===== src/rtl/seg_pkg.sv =====
// Shared constants and types for the seven-segment scan controller.
package seg_pkg;

  // Active-low segment patterns, bit order {a,b,c,d,e,f,g}.
  localparam logic [6:0] SEG_0   = 7'b0000001;
  localparam logic [6:0] SEG_1   = 7'b1001111;
  localparam logic [6:0] SEG_2   = 7'b0010010;
  localparam logic [6:0] SEG_3   = 7'b0000110;
  localparam logic [6:0] SEG_4   = 7'b1001100;
  localparam logic [6:0] SEG_5   = 7'b0100100;
  localparam logic [6:0] SEG_6   = 7'b0100000;
  localparam logic [6:0] SEG_7   = 7'b0001111;
  localparam logic [6:0] SEG_8   = 7'b0000000;
  localparam logic [6:0] SEG_9   = 7'b0000100;
  localparam logic [6:0] SEG_A   = 7'b0001000;
  localparam logic [6:0] SEG_B   = 7'b1100000;
  localparam logic [6:0] SEG_C   = 7'b0110001;
  localparam logic [6:0] SEG_D   = 7'b1000010;
  localparam logic [6:0] SEG_E   = 7'b0110000;
  localparam logic [6:0] SEG_F   = 7'b0111000;
  localparam logic [6:0] SEG_OFF = 7'b1111111;

  localparam logic [3:0] AN_OFF  = 4'b1111;

  typedef logic [1:0] digit_idx_t;

  typedef enum logic {
    BLANK = 1'b0,
    SCAN  = 1'b1
  } scan_state_e;

endpackage


===== src/rtl/seg_scan_ctrl_if.sv =====
// Display-side signal bundle of seg_scan_ctrl; master drives control, slave is the controller.
interface seg_scan_ctrl_if;
  logic        en;
  logic        load;
  logic [15:0] load_val;
  logic [3:0]  digit_mask;
  logic [6:0]  seg;
  logic [3:0]  an;
  logic        upd_done;
  logic        pending;

  modport master (
    output en, load, load_val, digit_mask,
    input  seg, an, upd_done, pending
  );

  modport slave (
    input  en, load, load_val, digit_mask,
    output seg, an, upd_done, pending
  );
endinterface


===== src/rtl/seg_hex_decode.sv =====
// Combinational hex nibble to active-low seven-segment pattern.
module seg_hex_decode
  import seg_pkg::*;
(
  input  logic [3:0] nib_i,
  output logic [6:0] seg_o
);

  always_comb begin
    seg_o = SEG_OFF;
    case (nib_i)
      4'h0: seg_o = SEG_0;
      4'h1: seg_o = SEG_1;
      4'h2: seg_o = SEG_2;
      4'h3: seg_o = SEG_3;
      4'h4: seg_o = SEG_4;
      4'h5: seg_o = SEG_5;
      4'h6: seg_o = SEG_6;
      4'h7: seg_o = SEG_7;
      4'h8: seg_o = SEG_8;
      4'h9: seg_o = SEG_9;
      4'hA: seg_o = SEG_A;
      4'hB: seg_o = SEG_B;
      4'hC: seg_o = SEG_C;
      4'hD: seg_o = SEG_D;
      4'hE: seg_o = SEG_E;
      4'hF: seg_o = SEG_F;
    endcase
  end

endmodule


===== src/rtl/seg_scan_ctrl.sv =====
// Round-robin 4-digit seven-segment scanner with frame-aligned value updates.
// Optional leading-zero blanking when SEG_LZ_BLANK_EN is defined.
module seg_scan_ctrl
  import seg_pkg::*;
#(
  parameter int unsigned TICK_DIV = 100000,
  parameter int unsigned DIV_W    = 17
)(
  input  logic           clk,
  input  logic           rst,
  seg_scan_ctrl_if.slave bus
);

  localparam logic [DIV_W-1:0] CNT_LAST = DIV_W'(TICK_DIV - 1);

  scan_state_e      state_q, state_d;
  logic [DIV_W-1:0] cnt_q, cnt_d;
  digit_idx_t       idx_q, idx_d;
  logic [15:0]      active_q, active_d;
  logic [15:0]      shadow_q, shadow_d;
  logic             pending_q, pending_d;
  logic             upd_q, upd_d;
  logic [6:0]       seg_q, seg_d;
  logic [3:0]       an_q, an_d;
  logic             tick, frame;
  logic [3:0]       nib;
  logic [6:0]       dec_seg;
  logic [3:0]       mask_eff;

  assign nib = active_q[{idx_q, 2'b00} +: 4];

  seg_hex_decode u_dec (
    .nib_i (nib),
    .seg_o (dec_seg)
  );

`ifdef SEG_LZ_BLANK_EN
  // A digit stays lit once it or any more-significant nibble is non-zero.
  logic [3:0] lit;
  always_comb begin
    lit[3] = |active_q[15:12];
    lit[2] = lit[3] | (|active_q[11:8]);
    lit[1] = lit[2] | (|active_q[7:4]);
    lit[0] = 1'b1;
  end
  assign mask_eff = bus.digit_mask & lit;
`else
  assign mask_eff = bus.digit_mask;
`endif

  // State register
  always_ff @(posedge clk) begin
    if (rst) state_q <= BLANK;
    else     state_q <= state_d;
  end

  // Next-state logic
  always_comb begin
    state_d = state_q;
    case (state_q)
      BLANK:   if (bus.en)  state_d = SCAN;
      SCAN:    if (!bus.en) state_d = BLANK;
      default: state_d = BLANK;
    endcase
  end

  // Output logic; registered below so seg/an lag the index by one cycle.
  always_comb begin
    seg_d = SEG_OFF;
    an_d  = AN_OFF;
    if (state_d == SCAN) begin
      seg_d = dec_seg;
      if (mask_eff[idx_q]) an_d = ~(4'b0001 << idx_q);
    end
  end

  // Prescaler, index and load handshake
  always_comb begin
    tick      = bus.en && (cnt_q == CNT_LAST);
    frame     = tick && (idx_q == 2'd3);
    cnt_d     = cnt_q;
    idx_d     = idx_q;
    active_d  = active_q;
    shadow_d  = shadow_q;
    pending_d = pending_q;
    upd_d     = 1'b0;
    if (bus.en) cnt_d = tick ? '0 : cnt_q + DIV_W'(1);
    if (tick)   idx_d = idx_q + 2'd1;
    if (bus.load) begin
      shadow_d = bus.load_val;
      if (frame) begin
        active_d  = bus.load_val;
        pending_d = 1'b0;
        upd_d     = 1'b1;
      end else begin
        pending_d = 1'b1;
      end
    end else if (frame && pending_q) begin
      active_d  = shadow_q;
      pending_d = 1'b0;
      upd_d     = 1'b1;
    end
  end

  always_ff @(posedge clk) begin
    if (rst) begin
      cnt_q     <= '0;
      idx_q     <= '0;
      active_q  <= '0;
      shadow_q  <= '0;
      pending_q <= 1'b0;
      upd_q     <= 1'b0;
      seg_q     <= SEG_OFF;
      an_q      <= AN_OFF;
    end else begin
      cnt_q     <= cnt_d;
      idx_q     <= idx_d;
      active_q  <= active_d;
      shadow_q  <= shadow_d;
      pending_q <= pending_d;
      upd_q     <= upd_d;
      seg_q     <= seg_d;
      an_q      <= an_d;
    end
  end

  assign bus.seg      = seg_q;
  assign bus.an       = an_q;
  assign bus.upd_done = upd_q;
  assign bus.pending  = pending_q;

endmodule

===== src/flat_wrapper.sv =====
// flat-port wrapper written by rule: the top's interface ports become plain ports
module seg_scan_ctrl_flat import seg_pkg::*;
#(
  parameter int unsigned TICK_DIV = 100000,
  parameter int unsigned DIV_W    = 17
)
  (clk, rst, bus_en, bus_load, bus_load_val, bus_digit_mask, bus_seg, bus_an, bus_upd_done, bus_pending);
  seg_scan_ctrl_if bus_i ();
  input  logic clk;
  input  logic rst;
  input wire logic [$bits(bus_i.en)-1:0] bus_en;
  input wire logic [$bits(bus_i.load)-1:0] bus_load;
  input wire logic [$bits(bus_i.load_val)-1:0] bus_load_val;
  input wire logic [$bits(bus_i.digit_mask)-1:0] bus_digit_mask;
  output wire logic [$bits(bus_i.seg)-1:0] bus_seg;
  output wire logic [$bits(bus_i.an)-1:0] bus_an;
  output wire logic [$bits(bus_i.upd_done)-1:0] bus_upd_done;
  output wire logic [$bits(bus_i.pending)-1:0] bus_pending;
  assign bus_i.en = bus_en;
  assign bus_i.load = bus_load;
  assign bus_i.load_val = bus_load_val;
  assign bus_i.digit_mask = bus_digit_mask;
  assign bus_seg = bus_i.seg;
  assign bus_an = bus_i.an;
  assign bus_upd_done = bus_i.upd_done;
  assign bus_pending = bus_i.pending;
  seg_scan_ctrl #(.TICK_DIV(TICK_DIV), .DIV_W(DIV_W)) u_core (.clk(clk), .rst(rst), .bus(bus_i));
endmodule

===== config.mk =====
export PLATFORM = sky130hd
export DESIGN_NAME = seg_scan_ctrl_flat
export DESIGN_NICKNAME = d
export VERILOG_FILES = /design/src/rtl/seg_pkg.sv /design/src/rtl/seg_scan_ctrl_if.sv /design/src/rtl/seg_hex_decode.sv /design/src/rtl/seg_scan_ctrl.sv /design/src/flat_wrapper.sv
export SDC_FILE = /design/constraint.sdc
export NUM_CORES = 1
export LEC_CHECK = 0
export ABC_AREA = 1
export BUFFER_PORTS_ARGS = -buffer_cell sky130_fd_sc_hd__buf_2
export CORE_ASPECT_RATIO = 1.25
export CORE_MARGIN = 4
export CORE_UTILIZATION = 40
export CTS_CLUSTER_DIAMETER = 120
export DETAILED_ROUTE_END_ITERATION = 6
export GPL_TIMING_DRIVEN = 0
export SETUP_SLACK_MARGIN = 0.2
export SLEW_MARGIN = 40
export SYNTH_ARGS = -nofsm -noshare
export SYNTH_HDL_FRONTEND = slang
export SYNTH_SLANG_ARGS = --single-unit

===== constraint.sdc =====
create_clock -name clk -period 3.9 [get_ports clk]
set_input_delay 0.195 -clock clk [delete_from_list [all_inputs] [get_ports clk]]
set_output_delay 0.195 -clock clk [all_outputs]
set_load 0.1 [all_outputs]

==> impl_results.html, run 1 <==
<table>
<tr><th>Metric</th><th>Value</th></tr>
<tr><th colspan="2">Clocking</th></tr>
<tr><td>Maximum clock insertion buffer count</td><td>2</td></tr>
<tr><td>Skew-Pair Late Insertion Delay</td><td>0.34 ns</td></tr>
<tr><td>Cts-stage hold buffer count</td><td>0</td></tr>
<tr><td>Clock transition at the registers of the reported paths</td><td>0.07 ns</td></tr>
<tr><td>CTS tree</td><td>built</td></tr>
<tr><td>Number of setup buffers added after CTS</td><td>0</td></tr>
<tr><td>Number of buffers created by CTS</td><td>9</td></tr>
<tr><td>Number of sinks handled by clock tree synthesis</td><td>64</td></tr>
<tr><td>CTS H-tree depth</td><td>3</td></tr>
<tr><td>Cell chosen for the clock root</td><td>clkbuf_8</td></tr>
<tr><td>Post-cts sizing count</td><td>0</td></tr>
<tr><th colspan="2">Die</th></tr>
<tr><td>Vert. Die Dim</td><td>106.0 um</td></tr>
<tr><td>Total Die Area</td><td>0.009161 mm^2</td></tr>
<tr><td>Standard-cell row count</td><td>35</td></tr>
<tr><td>Floorplan die width</td><td>86.41 um</td></tr>
<tr><td>Number of placed I/O pins</td><td>37</td></tr>
<tr><td>Initial core utilization</td><td>0.4129</td></tr>
<tr><td>Standard cell core area</td><td>0.007445 mm^2</td></tr>
<tr><th colspan="2">Timing</th></tr>
<tr><td>Slew at the pin closest to its max-slew limit</td><td>0.5008 ns</td></tr>
<tr><td>Number of pins exceeding their max-slew limit in the final report</td><td>0</td></tr>
<tr><td>Fin Clk Skew</td><td>0.008786 ns</td></tr>
<tr><td>Number of setup violations in the final report</td><td>0</td></tr>
<tr><td>Final-report hold violation count</td><td>0</td></tr>
<tr><td>RSZ-0062 raised after global routing</td><td>no</td></tr>
<tr><td>Fin Setup TNS</td><td>0 ns</td></tr>
<tr><td>Period Utilization, post-route</td><td>0.5069</td></tr>
<tr><td>Worst slew margin relative to its limit</td><td>0.6649</td></tr>
<tr><td>WHS</td><td>0.1205 ns</td></tr>
<tr><td>Final Critical Period</td><td>1.977 ns</td></tr>
<tr><td>Maximum clock frequency</td><td>505.8 MHz</td></tr>
<tr><th colspan="2">Route</th></tr>
<tr><td>Detailed-router iteration count before antenna repair</td><td>4</td></tr>
<tr><td>Antenna-violating nets left</td><td>0</td></tr>
<tr><td>Iteration-0 DRC Markers</td><td>83</td></tr>
<tr><td>Wire length reported by the detailed router</td><td>6.419 mm</td></tr>
<tr><td>Total via count after detailed routing</td><td>2641</td></tr>
<tr><td>Vias per cell</td><td>4.725</td></tr>
<tr><td>Wire per inst</td><td>11.48 um</td></tr>
<tr><td>Number of DRC violations after detailed routing</td><td>0</td></tr>
<tr><th colspan="2">Yosys</th></tr>
<tr><td>Largest area contributor in the netlist</td><td>dfxtp_1</td></tr>
<tr><td>Number of distinct library cells after synthesis</td><td>31</td></tr>
<tr><td>Portion of synthesized cell area occupied by the leading cell type</td><td>0.4168</td></tr>
<tr><td>Warnings, synthesis</td><td>0</td></tr>
<tr><td>Post-synthesis net count</td><td>453</td></tr>
<tr><td>Mapped Cells</td><td>418</td></tr>
<tr><td>Average cell area after synthesis</td><td>7.355 um^2</td></tr>
<tr><td>Sequential cell area fraction in the yosys report</td><td>0.4168</td></tr>
<tr><td>Post-synthesis instance area</td><td>0.003074 mm^2</td></tr>
<tr><td>Leading post-synthesis cells by cell area</td><td>dfxtp_1, nand2_1, nor2_1, inv_1, mux2i_1</td></tr>
<tr><td>Seq cells post-synth</td><td>64</td></tr>
<tr><th colspan="2">Global route</th></tr>
<tr><td>Peak-usage layer in the global routing report</td><td>met2</td></tr>
<tr><td>Met1 Resource Use GR</td><td>0.1758</td></tr>
<tr><td>Global routing met3 resource utilization</td><td>0.03721</td></tr>
<tr><td>Largest net degree at the start of global routing</td><td>11</td></tr>
<tr><td>Antenna violations before repair</td><td>0</td></tr>
<tr><td>Number of global-route vias before repair</td><td>2545</td></tr>
<tr><td>First-pass GRT wire length</td><td>11.32 mm</td></tr>
<tr><td>Global-route met2 utilization</td><td>0.2604</td></tr>
<tr><td>Total gr overflow</td><td>0</td></tr>
<tr><td>Gr usage total</td><td>0.1549</td></tr>
<tr><th colspan="2">Placement</th></tr>
<tr><td>Detailed placer's ending HPWL</td><td>4.886 mm</td></tr>
<tr><td>RD Place Congestion</td><td>0.8346</td></tr>
<tr><td>Port-buffer cells</td><td>33</td></tr>
<tr><th colspan="2">Critical path</th></tr>
<tr><td>Required time of the worst setup path</td><td>4.11 ns</td></tr>
<tr><td>Worst setup SP type</td><td>flip-flop</td></tr>
<tr><td>Endpoint kind of the worst setup timing path</td><td>flip-flop</td></tr>
<tr><td>Data arrival, critical path</td><td>2.19 ns</td></tr>
<tr><td>Critical path fanouts, max</td><td>10</td></tr>
<tr><td>Setup CP Type</td><td>flip-flop to flip-flop</td></tr>
<tr><th colspan="2">Power and ir drop</th></tr>
<tr><td>Worst ir drop on vdd</td><td>213.2 uV</td></tr>
<tr><td>Post-layout power</td><td>1389 uW</td></tr>
<tr><td>Static leakage</td><td>0.001657 uW</td></tr>
<tr><td>Pwr/cell area</td><td>388.8 mW/mm^2</td></tr>
<tr><th colspan="2">Run status</th></tr>
<tr><td>Outcome</td><td>finished clean</td></tr>
<tr><th colspan="2">Final layout</th></tr>
<tr><td>Proportion of layout cells with a drive suffix above 1</td><td>0.1563</td></tr>
<tr><td>Final Util</td><td>0.4798</td></tr>
<tr><td>Layout area overhead</td><td>16.20%</td></tr>
<tr><td>Inserted Diodes</td><td>0</td></tr>
<tr><td>Number of nets in the layout</td><td>497</td></tr>
<tr><th colspan="2">Worst hold path</th></tr>
<tr><td>HP Class</td><td>primary input to flip-flop</td></tr>
<tr><th colspan="2">Flow run</th></tr>
<tr><td>Number of max-capacitance violations reported</td><td>0</td></tr>
</table>
==> routing by layer <==
| layer | vias to the layer above | routed length, um |
|---|---|---|
| li1 | 1399 | - |
| met5 | - | 0 |
| met2 | 40 | 3198 |
| met3 | 18 | 228 |
| met1 | 1184 | 2816 |
| met4 | 0 | 175 |
==> critical path: stages (launching register included) <==
cell and delay (ns):
dfxtp_1 0.37, buf_2 0.22, buf_2 0.23, o21ai_0 0.13, nand2_1 0.22, inv_1 0.10
ha_1 0.22, inv_1 0.07, nor2_1 0.06, o21ai_0 0.15, nand3_1 0.08
==> cell families after synthesis <==
family | Yosys count | share of synthesized area
DFF | 64 | 0.4168
muxes | 15 | 0.04884
adders and majority gates | 11 | 0.04477
AOI/OAI and AO/OA | 37 | 0.06227
buffers and inverters | 79 | 0.1038
xor gates and xnor gates | 8 | 0.02279
and+or+nand+nor | 204 | 0.3008
==> registers in the layout (all words and copies together) (netlist names) <==
| signal | count |
|---|---|
| u_core.shadow_q | 16 |
| u_core.bus.pending | 1 |
| u_core.active_q | 16 |
| u_core.bus.upd_done | 1 |
| u_core.cnt_q | 17 |
| u_core.bus.seg | 7 |
| u_core.idx_q | 2 |
| u_core.bus.an | 4 |
==> Yosys cell counts, drive strengths merged <==
| cell | instances |
|---|---|
| clkbuf | 4 |
| xor2 | 6 |
| buf | 12 |
| nand3 | 22 |
| inv | 63 |
| nand2 | 81 |
| nor3 | 6 |
| a31oi | 1 |
| nand4 | 19 |
| a21oi | 12 |
| o21ai | 22 |
| o211ai | 2 |
| and3 | 1 |
| nor2 | 73 |
| or2 | 1 |
| mux2i | 15 |
| nor3b | 1 |
| xnor2 | 2 |
| dfxtp | 64 |
| ha | 11 |
==> cell type report <==
type                            count  area [um^2]
Sequential cell                    64         1281
Tap cell                           92        115.1
Inverter                           63        236.5
Fill cell                         782         3872
Clock buffer                       14        182.7
Clock inverter                      2        35.03
Multi-Input combinational cell    275         1474
Buffer                             16        82.58
Timing Repair Buffer               33        165.2
==> worst paths after layout <==
path | from | to | slack (ns) | depth (start not counted)
max reg2reg | u_core.idx_q[0] | u_core.bus.seg[3] | 1.92 | 10
min | bus_load_val[5] | u_core.shadow_q[5] | 0.12 | 3
max | u_core.idx_q[0] | u_core.bus.seg[3] | 1.92 | 10
min reg2reg | u_core.shadow_q[0] | u_core.shadow_q[0] | 0.49 | 2
==> layout by cell type (no fill, tap or decap), types with 6 or more instances in the layout <==
cell type / synthesis / layout
a21oi_1: 12 / 12
buf_2: 6 / 39
clkbuf_8: 0 / 13
dfxtp_1: 64 / 64
ha_1: 11 / 11
inv_1: 58 / 58
mux2i_1: 15 / 15
nand2_1: 79 / 79
nand3_1: 22 / 22
nand4_1: 18 / 18
nor2_1: 66 / 66
o21ai_0: 21 / 21
xor2_1: 6 / 6
==> through the flow <==
step | instances | worst slack [ns] | area [um^2]
floorplan | 418 | 2.016 | 3074
global placement | 543 | 1.950 | 3354
detailed placement | 543 | 1.915 | 3354
CTS | 559 | 1.904 | 3572
global route | 559 | 1.716 | 3572
finish | 559 | 1.923 | 3572
==> power by group <==
part	internal, uW	switching, uW	total, uW
clock	364	244	609
combinational	29.7	75.8	106
sequential	670	4.87	675
total	1060	325	1390
Note: power is estimated with default switching activity, not from simulation.
==> run 2, diff against run 1 <==
- clock period: 3.9 -> 1.8 ns (I/O delays scaled with it)
==> run 2 against run 1 <==
Clock skew is 0.00064 ns lower; combinational power grew 120%; via count grew 3.4%; critical endpoint is now u_core.bus.seg[5]; largest power group unchanged; highest routed layer unchanged.
==> impl_results.html, run 2 (same netlist as run 1, synthesis figures left out) <==
<table>
<tr><th>Metric</th><th>Value</th></tr>
<tr><th colspan="2">Run status</th></tr>
<tr><td>Outcome</td><td>finished clean (unchanged)</td></tr>
<tr><th colspan="2">Clocking</th></tr>
<tr><td>Cell chosen for the clock root</td><td>clkbuf_8 (unchanged)</td></tr>
<tr><td>Clock transition at the registers of the reported paths</td><td>0.07 ns (about the same)</td></tr>
<tr><td>Cts-stage hold buffer count</td><td>0 (unchanged)</td></tr>
<tr><td>Skew-Pair Late Insertion Delay</td><td>0.34 ns (about the same)</td></tr>
<tr><td>Number of buffers created by CTS</td><td>9 (unchanged)</td></tr>
<tr><td>Maximum clock insertion buffer count</td><td>2 (unchanged)</td></tr>
<tr><td>Number of sinks handled by clock tree synthesis</td><td>64 (unchanged)</td></tr>
<tr><td>CTS tree</td><td>built (unchanged)</td></tr>
<tr><td>CTS H-tree depth</td><td>3 (unchanged)</td></tr>
<tr><th colspan="2">Die</th></tr>
<tr><td>Standard-cell row count</td><td>35 (unchanged)</td></tr>
<tr><td>Initial core utilization</td><td>0.4129 (unchanged)</td></tr>
<tr><td>Total Die Area</td><td>0.009161 mm^2 (unchanged)</td></tr>
<tr><td>Number of placed I/O pins</td><td>37 (unchanged)</td></tr>
<tr><td>Vert. Die Dim</td><td>106.0 um (unchanged)</td></tr>
<tr><td>Standard cell core area</td><td>0.007445 mm^2 (unchanged)</td></tr>
<tr><td>Floorplan die width</td><td>86.41 um (unchanged)</td></tr>
<tr><th colspan="2">Global route</th></tr>
<tr><td>Largest net degree at the start of global routing</td><td>11 (unchanged)</td></tr>
<tr><td>First-pass GRT wire length</td><td>11.25 mm (was 11.32 mm)</td></tr>
<tr><td>Antenna violations before repair</td><td>0 (unchanged)</td></tr>
<tr><td>Number of global-route vias before repair</td><td>2624 (was 2545)</td></tr>
<tr><td>Gr usage total</td><td>0.1537 (was 0.1549)</td></tr>
<tr><td>Total gr overflow</td><td>0 (unchanged)</td></tr>
<tr><th colspan="2">Final layout</th></tr>
<tr><td>Final design area excluding fillers</td><td>0.003880 mm^2 (was 0.003572 mm^2)</td></tr>
<tr><td>Fillers</td><td>746 (was 782)</td></tr>
<tr><td>Largest register FFs</td><td>17 (unchanged)</td></tr>
<tr><td>Inserted Diodes</td><td>0 (unchanged)</td></tr>
<tr><td>Commonest non-fill, non-tap cells in the layout</td><td>nand2_1, nor2_1, dfxtp_1 (unchanged)</td></tr>
<tr><td>Commonest non-fill, non-tap cell in the layout</td><td>nand2_1 (unchanged)</td></tr>
<tr><td>Number of nets in the layout</td><td>506 (was 497)</td></tr>
<tr><td>Final Util</td><td>0.5212 (was 0.4798)</td></tr>
<tr><td>Layout area overhead</td><td>26.21% (was 16.20%)</td></tr>
<tr><td>Proportion of layout cells with a drive suffix above 1</td><td>0.2505 (was 0.1563)</td></tr>
<tr><td>Area of the multi-input gates</td><td>0.001688 mm^2 (was 0.001474 mm^2)</td></tr>
<tr><td>Sequential cell area</td><td>0.001292 mm^2 (was 0.001281 mm^2)</td></tr>
<tr><td>Top reg by flops</td><td>u_core.cnt_q (unchanged)</td></tr>
<tr><td>Count of non-filler cells in the finished layout</td><td>567 (was 559)</td></tr>
<tr><td>Biggest registers after layout</td><td>u_core.cnt_q: 17 flops, u_core.active_q: 16 flops, u_core.shadow_q: 16 flops (unchanged)</td></tr>
<tr><th colspan="2">Route</th></tr>
<tr><td>Wire per inst</td><td>12.29 um (was 11.48 um)</td></tr>
<tr><td>Detailed-router iteration count before antenna repair</td><td>4 (unchanged)</td></tr>
<tr><td>Iteration-0 DRC Markers</td><td>78 (was 83)</td></tr>
<tr><td>Vias per cell</td><td>4.817 (was 4.725)</td></tr>
<tr><td>Antenna-violating nets left</td><td>0 (unchanged)</td></tr>
<tr><td>Number of DRC violations after detailed routing</td><td>0 (unchanged)</td></tr>
<tr><td>Wire length reported by the detailed router</td><td>6.970 mm (was 6.419 mm)</td></tr>
<tr><td>Total via count after detailed routing</td><td>2731 (was 2641)</td></tr>
<tr><th colspan="2">Timing</th></tr>
<tr><td>Number of setup violations in the final report</td><td>0 (unchanged)</td></tr>
<tr><td>RSZ-0062 raised after global routing</td><td>yes (was no)</td></tr>
<tr><td>Final-report hold violation count</td><td>0 (unchanged)</td></tr>
<tr><td>WHS</td><td>0.01253 ns (was 0.1205 ns)</td></tr>
<tr><td>Final Critical Period</td><td>1.622 ns (was 1.977 ns)</td></tr>
<tr><td>Fin Clk Skew</td><td>0.008143 ns (was 0.008786 ns)</td></tr>
<tr><td>Maximum clock frequency</td><td>616.5 MHz (was 505.8 MHz)</td></tr>
<tr><td>Number of pins exceeding their max-slew limit in the final report</td><td>0 (unchanged)</td></tr>
<tr><td>Worst slew margin relative to its limit</td><td>0.6385 (was 0.6649)</td></tr>
<tr><td>Slew at the pin closest to its max-slew limit</td><td>0.5403 ns (was 0.5008 ns)</td></tr>
<tr><td>Setup WS post-layout</td><td>0.1780 ns (was 1.923 ns)</td></tr>
<tr><td>Period Utilization, post-route</td><td>0.9011 (was 0.5069)</td></tr>
<tr><th colspan="2">Critical path</th></tr>
<tr><td>Endpoint kind of the worst setup timing path</td><td>flip-flop (unchanged)</td></tr>
<tr><td>Worst setup SP type</td><td>flip-flop (unchanged)</td></tr>
<tr><td>Required time of the worst setup path</td><td>2.02 ns (was 4.11 ns)</td></tr>
<tr><td>Setup CP Type</td><td>flip-flop to flip-flop (unchanged)</td></tr>
<tr><td>Critical path fanouts, max</td><td>8 (was 10)</td></tr>
<tr><td>Data arrival, critical path</td><td>1.84 ns (was 2.19 ns)</td></tr>
<tr><th colspan="2">Flow run</th></tr>
<tr><td>Number of max-capacitance violations reported</td><td>0 (unchanged)</td></tr>
<tr><th colspan="2">Placement</th></tr>
<tr><td>RD Place Congestion</td><td>0.8358 (was 0.8346)</td></tr>
<tr><td>Cell area after placement</td><td>0.003362 mm^2 (was 0.003354 mm^2)</td></tr>
<tr><td>Worst setup slack after placement</td><td>-0.1250 ns (was 1.915 ns)</td></tr>
<tr><td>Detailed placer's ending HPWL</td><td>4.887 mm (was 4.886 mm)</td></tr>
<tr><td>Post-placement cell count</td><td>543 (unchanged)</td></tr>
<tr><td>Port-buffer cells</td><td>33 (unchanged)</td></tr>
<tr><th colspan="2">Power and ir drop</th></tr>
<tr><td>Static leakage</td><td>0.001721 uW (was 0.001657 uW)</td></tr>
<tr><td>Worst ir drop on vdd</td><td>396.5 uV (was 213.2 uV)</td></tr>
<tr><td>Pwr/cell area</td><td>744.0 mW/mm^2 (was 388.8 mW/mm^2)</td></tr>
<tr><th colspan="2">Worst hold path</th></tr>
<tr><td>HP Class</td><td>primary input to flip-flop (unchanged)</td></tr>
</table>
run 2: cell count changes in the layout (fill, tap and decap cells not counted), moves of 5 or more:
cell	before	now
dfxtp_1	64	59
nand3_2	0	5
nand3_1	22	17
nand2_1	79	73
o21ai_0	21	11
ha_1	11	5
run 2: worst paths after layout:
kind	end	depth (start not counted)	slack [ns]	startpoint
worst max-delay path	u_core.bus.seg[5]	6	0.18	u_core.idx_q[0]
worst min-delay path	u_core.shadow_q[4]	3	0.01	bus_load_val[4]
worst max register to register	u_core.bus.seg[5]	6	0.18	u_core.idx_q[0]
worst min register to register	u_core.shadow_q[8]	2	0.49	u_core.shadow_q[8]
run 2: area by class of cell:
class,instances,share of cell area
sequential,64,0.3331
clock buffer,11,0.03644
tap,92,0.02967
timing repair buffer,41,0.06321
clock inverter,4,0.01161
inverter,63,0.06288
buffer,16,0.02806
multi-input combinational,276,0.4350
run 2: timing repair:
action | in CTS | in global routing
buffers inserted | 3 | 4
cloned | 0 | 2
gates resized for setup | 18 | 58
pin swaps | 4 | 12
endpoints found under the setup margin | 18 | 35
run 2: per-layer routing:
metal  track usage  vias up  share of wire
li1              -     1421              -
met1        0.1707     1244           0.42
met2        0.2664       45           0.51
met3       0.03023       21          0.035
met4       0.09020        0          0.029
met5             0        -              0
run 2: metrics by stage:
step / total power (uW) / setup TNS, ns
after floorplan: 1663 / 0
after global placement: 1721 / -0.2414
after detailed placement: 1724 / -0.4394
after CTS: 2920 / 0
after global routing: 3004 / 0
final: 2887 / 0
run 2: power by group:
| group | internal, uW | switching (uW) |
|---|---|---|
| Combinational | 65.4 | 166 |
| Clock | 663 | 534 |
| Sequential | 1450 | 10.3 |
run 2: critical path: stages, from the launching register on:
cell and delay (ns):
dfxtp_4 0.36, buf_6 0.14, buf_12 0.14, o21ai_0 0.37
nand2_2 0.18, a31oi_1 0.20, o21ai_1 0.11
==> run 3, diff against run 2 <==
- CTS_BUF_LIST: not set -> sky130_fd_sc_hd__clkbuf_4
- SLEW_MARGIN: 40 -> 15
==> run 3 against run 2 <==
Clock skew is 0.0060 ns higher; via count is 1.4% higher; critical path depth is 2 higher; setup slack better by 0.011 ns; global-route usage up 0.48 points; combinational power up 12%; sequential cell count did not move; register-to-register slack about the same; fmax grew 0.70%; worst hold slack gained 0.056 ns; routed wire length shrank 0.95%; die area did not move; largest power group unchanged.
==> impl_results.html, run 3 (same netlist as run 1, synthesis figures left out) <==
<table>
<tr><th>Metric</th><th>Value</th></tr>
<tr><th colspan="2">Route</th></tr>
<tr><td>Total via count after detailed routing</td><td>2770 (was 2731)</td></tr>
<tr><td>Vias per cell</td><td>4.719 (was 4.817)</td></tr>
<tr><td>Wire per inst</td><td>11.76 um (was 12.29 um)</td></tr>
<tr><td>Antenna-violating nets left</td><td>0 (unchanged)</td></tr>
<tr><td>Number of DRC violations after detailed routing</td><td>0 (unchanged)</td></tr>
<tr><td>Detailed-router iteration count before antenna repair</td><td>4 (unchanged)</td></tr>
<tr><td>Iteration-0 DRC Markers</td><td>94 (was 78)</td></tr>
<tr><td>Wire length reported by the detailed router</td><td>6.904 mm (was 6.970 mm)</td></tr>
<tr><th colspan="2">Power and ir drop</th></tr>
<tr><td>Static leakage</td><td>0.001781 uW (was 0.001721 uW)</td></tr>
<tr><td>Sw Share</td><td>0.2568 (was 0.2460)</td></tr>
<tr><td>Fraction of power consumed by combinational cells</td><td>0.098 (was 0.080)</td></tr>
<tr><td>Post-layout power</td><td>2634 uW (was 2887 uW)</td></tr>
<tr><td>Net switching power figure</td><td>676.3 uW (was 710.2 uW)</td></tr>
<tr><td>Power Internal</td><td>1958 uW (was 2177 uW)</td></tr>
<tr><td>Worst ir drop on vdd</td><td>398.9 uV (was 396.5 uV)</td></tr>
<tr><td>Pwr/cell area</td><td>668.7 mW/mm^2 (was 744.0 mW/mm^2)</td></tr>
<tr><td>Reg power frac</td><td>0.554 (was 0.505)</td></tr>
<tr><td>Clock power frac</td><td>0.348 (was 0.415)</td></tr>
<tr><th colspan="2">Final layout</th></tr>
<tr><td>Final Util</td><td>0.5291 (was 0.5212)</td></tr>
<tr><td>Biggest registers after layout</td><td>u_core.cnt_q: 17 flops, u_core.active_q: 16 flops, u_core.shadow_q: 16 flops (unchanged)</td></tr>
<tr><td>Proportion of layout cells with a drive suffix above 1</td><td>0.2303 (was 0.2505)</td></tr>
<tr><td>Number of nets in the layout</td><td>526 (was 506)</td></tr>
<tr><td>Largest register FFs</td><td>17 (unchanged)</td></tr>
<tr><td>Commonest non-fill, non-tap cell in the layout</td><td>nand2_1 (unchanged)</td></tr>
<tr><td>Fillers</td><td>737 (was 746)</td></tr>
<tr><td>Top reg by flops</td><td>u_core.cnt_q (unchanged)</td></tr>
<tr><td>Layout area overhead</td><td>28.12% (was 26.21%)</td></tr>
<tr><td>Inserted Diodes</td><td>0 (unchanged)</td></tr>
<tr><td>Commonest non-fill, non-tap cells in the layout</td><td>nand2_1, nor2_1, dfxtp_1 (unchanged)</td></tr>
<tr><th colspan="2">Die</th></tr>
<tr><td>Floorplan die width</td><td>86.41 um (unchanged)</td></tr>
<tr><td>Total Die Area</td><td>0.009161 mm^2 (unchanged)</td></tr>
<tr><td>Initial core utilization</td><td>0.4129 (unchanged)</td></tr>
<tr><td>Standard cell core area</td><td>0.007445 mm^2 (unchanged)</td></tr>
<tr><td>Number of placed I/O pins</td><td>37 (unchanged)</td></tr>
<tr><td>Vert. Die Dim</td><td>106.0 um (unchanged)</td></tr>
<tr><td>Standard-cell row count</td><td>35 (unchanged)</td></tr>
<tr><th colspan="2">Flow run</th></tr>
<tr><td>Number of max-capacitance violations reported</td><td>0 (unchanged)</td></tr>
<tr><th colspan="2">Critical path</th></tr>
<tr><td>Data arrival, critical path</td><td>1.90 ns (was 1.84 ns)</td></tr>
<tr><td>Cell class contributing the biggest share of worst-path delay</td><td>flip-flops (was compound AO/OA/AOI/OAI gates)</td></tr>
<tr><td>Endpoint kind of the worst setup timing path</td><td>flip-flop (unchanged)</td></tr>
<tr><td>Count of buffering cells on the critical path with inverters included</td><td>2 (unchanged)</td></tr>
<tr><td>Setup CP Type</td><td>flip-flop to flip-flop (unchanged)</td></tr>
<tr><td>CP Cell Sequence</td><td>buf_6, buf_12, o21ai_2, nand2_2, ha_1, nor2_1, o21ai_0, nand3_1 (was buf_6, buf_12, o21ai_0, nand2_2, a31oi_1, o21ai_1)</td></tr>
<tr><td>Critical path's largest stage delay</td><td>0.35 ns (was 0.37 ns)</td></tr>
<tr><td>Required time of the worst setup path</td><td>2.09 ns (was 2.02 ns)</td></tr>
<tr><td>Critical path fanouts, max</td><td>6 (was 8)</td></tr>
<tr><td>Critical Path Slowest Stage Cell</td><td>dfxtp_2 (was o21ai_0)</td></tr>
<tr><td>Worst setup SP type</td><td>flip-flop (unchanged)</td></tr>
<tr><th colspan="2">Timing</th></tr>
<tr><td>Fin Clk Skew</td><td>0.01415 ns (was 0.008143 ns)</td></tr>
<tr><td>Slew at the pin closest to its max-slew limit</td><td>0.4876 ns (was 0.5403 ns)</td></tr>
<tr><td>Fin Setup TNS</td><td>0 ns (unchanged)</td></tr>
<tr><td>Period Utilization, post-route</td><td>0.8948 (was 0.9011)</td></tr>
<tr><td>Worst slew margin relative to its limit</td><td>0.6771 (was 0.6385)</td></tr>
<tr><td>Final-report hold violation count</td><td>0 (unchanged)</td></tr>
<tr><td>Number of setup violations in the final report</td><td>0 (unchanged)</td></tr>
<tr><td>Number of pins exceeding their max-slew limit in the final report</td><td>0 (unchanged)</td></tr>
<tr><td>RSZ-0062 raised after global routing</td><td>yes (unchanged)</td></tr>
<tr><td>Final Critical Period</td><td>1.611 ns (was 1.622 ns)</td></tr>
<tr><td>Maximum clock frequency</td><td>620.8 MHz (was 616.5 MHz)</td></tr>
<tr><th colspan="2">Global route</th></tr>
<tr><td>Antenna violations before repair</td><td>0 (unchanged)</td></tr>
<tr><td>Total gr overflow</td><td>0 (unchanged)</td></tr>
<tr><td>Largest net degree at the start of global routing</td><td>11 (unchanged)</td></tr>
<tr><td>Gr usage total</td><td>0.1585 (was 0.1537)</td></tr>
<tr><td>First-pass GRT wire length</td><td>11.62 mm (was 11.25 mm)</td></tr>
<tr><td>Number of global-route vias before repair</td><td>2717 (was 2624)</td></tr>
<tr><th colspan="2">Clocking</th></tr>
<tr><td>Maximum clock insertion buffer count</td><td>2 (unchanged)</td></tr>
<tr><td>CTS H-tree depth</td><td>3 (unchanged)</td></tr>
<tr><td>Skew-Pair Late Insertion Delay</td><td>0.41 ns (was 0.34 ns)</td></tr>
<tr><td>CTS tree</td><td>built (unchanged)</td></tr>
<tr><td>Cell chosen for the clock root</td><td>clkbuf_4 (was clkbuf_8)</td></tr>
<tr><td>Number of buffers created by CTS</td><td>9 (unchanged)</td></tr>
<tr><td>Number of sinks handled by clock tree synthesis</td><td>64 (unchanged)</td></tr>
<tr><td>Clock transition at the registers of the reported paths</td><td>0.11 ns (was 0.07 ns)</td></tr>
<tr><th colspan="2">Worst hold path</th></tr>
<tr><td>HP Class</td><td>primary input to flip-flop (unchanged)</td></tr>
<tr><th colspan="2">Placement</th></tr>
<tr><td>RD Place Congestion</td><td>0.8358 (unchanged)</td></tr>
<tr><td>Detailed placer's ending HPWL</td><td>4.887 mm (unchanged)</td></tr>
<tr><td>Port-buffer cells</td><td>33 (unchanged)</td></tr>
<tr><th colspan="2">Run status</th></tr>
<tr><td>Outcome</td><td>finished clean (unchanged)</td></tr>
</table>
[run 3: cell types whose count changed in the layout (fill, tap and decap cells not counted), moves of 3 or more]
cell / delta
buf_4: +5
clkbuf_4: +10
o21ai_0: +4
ha_1: +3
dlygate4sd3_1: +16
clkbuf_8: -10
[run 3: final cells by class]
cell class / count / area (um^2) / area share
Timing Repair Buffer: 62 / 454.2 / 0.1153
Inverter: 63 / 239.0 / 0.06067
Sequential cell: 64 / 1290 / 0.3275
Multi-Input combinational cell: 275 / 1612 / 0.4091
Clock buffer: 10 / 75.07 / 0.01906
Clock inverter: 5 / 48.80 / 0.01239
Tap cell: 92 / 115.1 / 0.02922
Buffer: 16 / 105.1 / 0.02668
[run 3: final timing paths]
check / start / endpoint / slack (ns) / depth (start not counted)
worst max-delay path: u_core.idx_q[0] / u_core.bus.seg[3] / 0.19 / 8
worst min-delay path: bus_load / u_core.shadow_q[4] / 0.07 / 3
worst max register to register: u_core.idx_q[0] / u_core.bus.seg[3] / 0.19 / 8
worst min register to register: u_core.shadow_q[8] / u_core.shadow_q[8] / 0.50 / 2
[run 3: per-stage QoR]
stage,hold WS (ns),worst slack [ns],instance area (um^2),instances
CTS,0.03656,0.1628,3730,578
global route,0.06864,0.1342,3939,587
finish,0.06872,0.1893,3939,587
detailed placement,0.3688,-0.1250,3362,543
global placement,0.3640,-0.09379,3362,543
floorplan,0.2572,0.2070,3082,418
[run 3: power by group through the flow]
stage	clock [uW]	sequential [uW]	combinational [uW]
global placement	0	1490	229
floorplan	0	1560	99.8
finish	915	1460	259
detailed placement	0	1490	231
CTS	952	1460	258
global route	1020	1460	283
[run 3: repair_timing]
item | in CTS | in global routing
cloned | 0 | 2
buffers inserted | 4 | 7
pin swaps | 4 | 8
hold buffers | 16 | 0
gates resized for setup | 20 | 31
endpoints found under the hold margin | 17 | 0
endpoints found under the setup margin | 19 | 39
[run 3: worst min-delay path: stages]
cell and delay, ns:
buf_4 0.16, mux2i_1 0.11, nor2_1 0.08
[run 3: layer usage]
| metal | up-vias | GRT usage | share of wire |
|---|---|---|---|
| met3 | 17 | 0.03953 | 0.037 |
| met5 | - | 0 | 0 |
| met4 | 0 | 0.08352 | 0.020 |
| met1 | 1237 | 0.1726 | 0.42 |
| li1 | 1467 | - | - |
| met2 | 49 | 0.2774 | 0.52 |
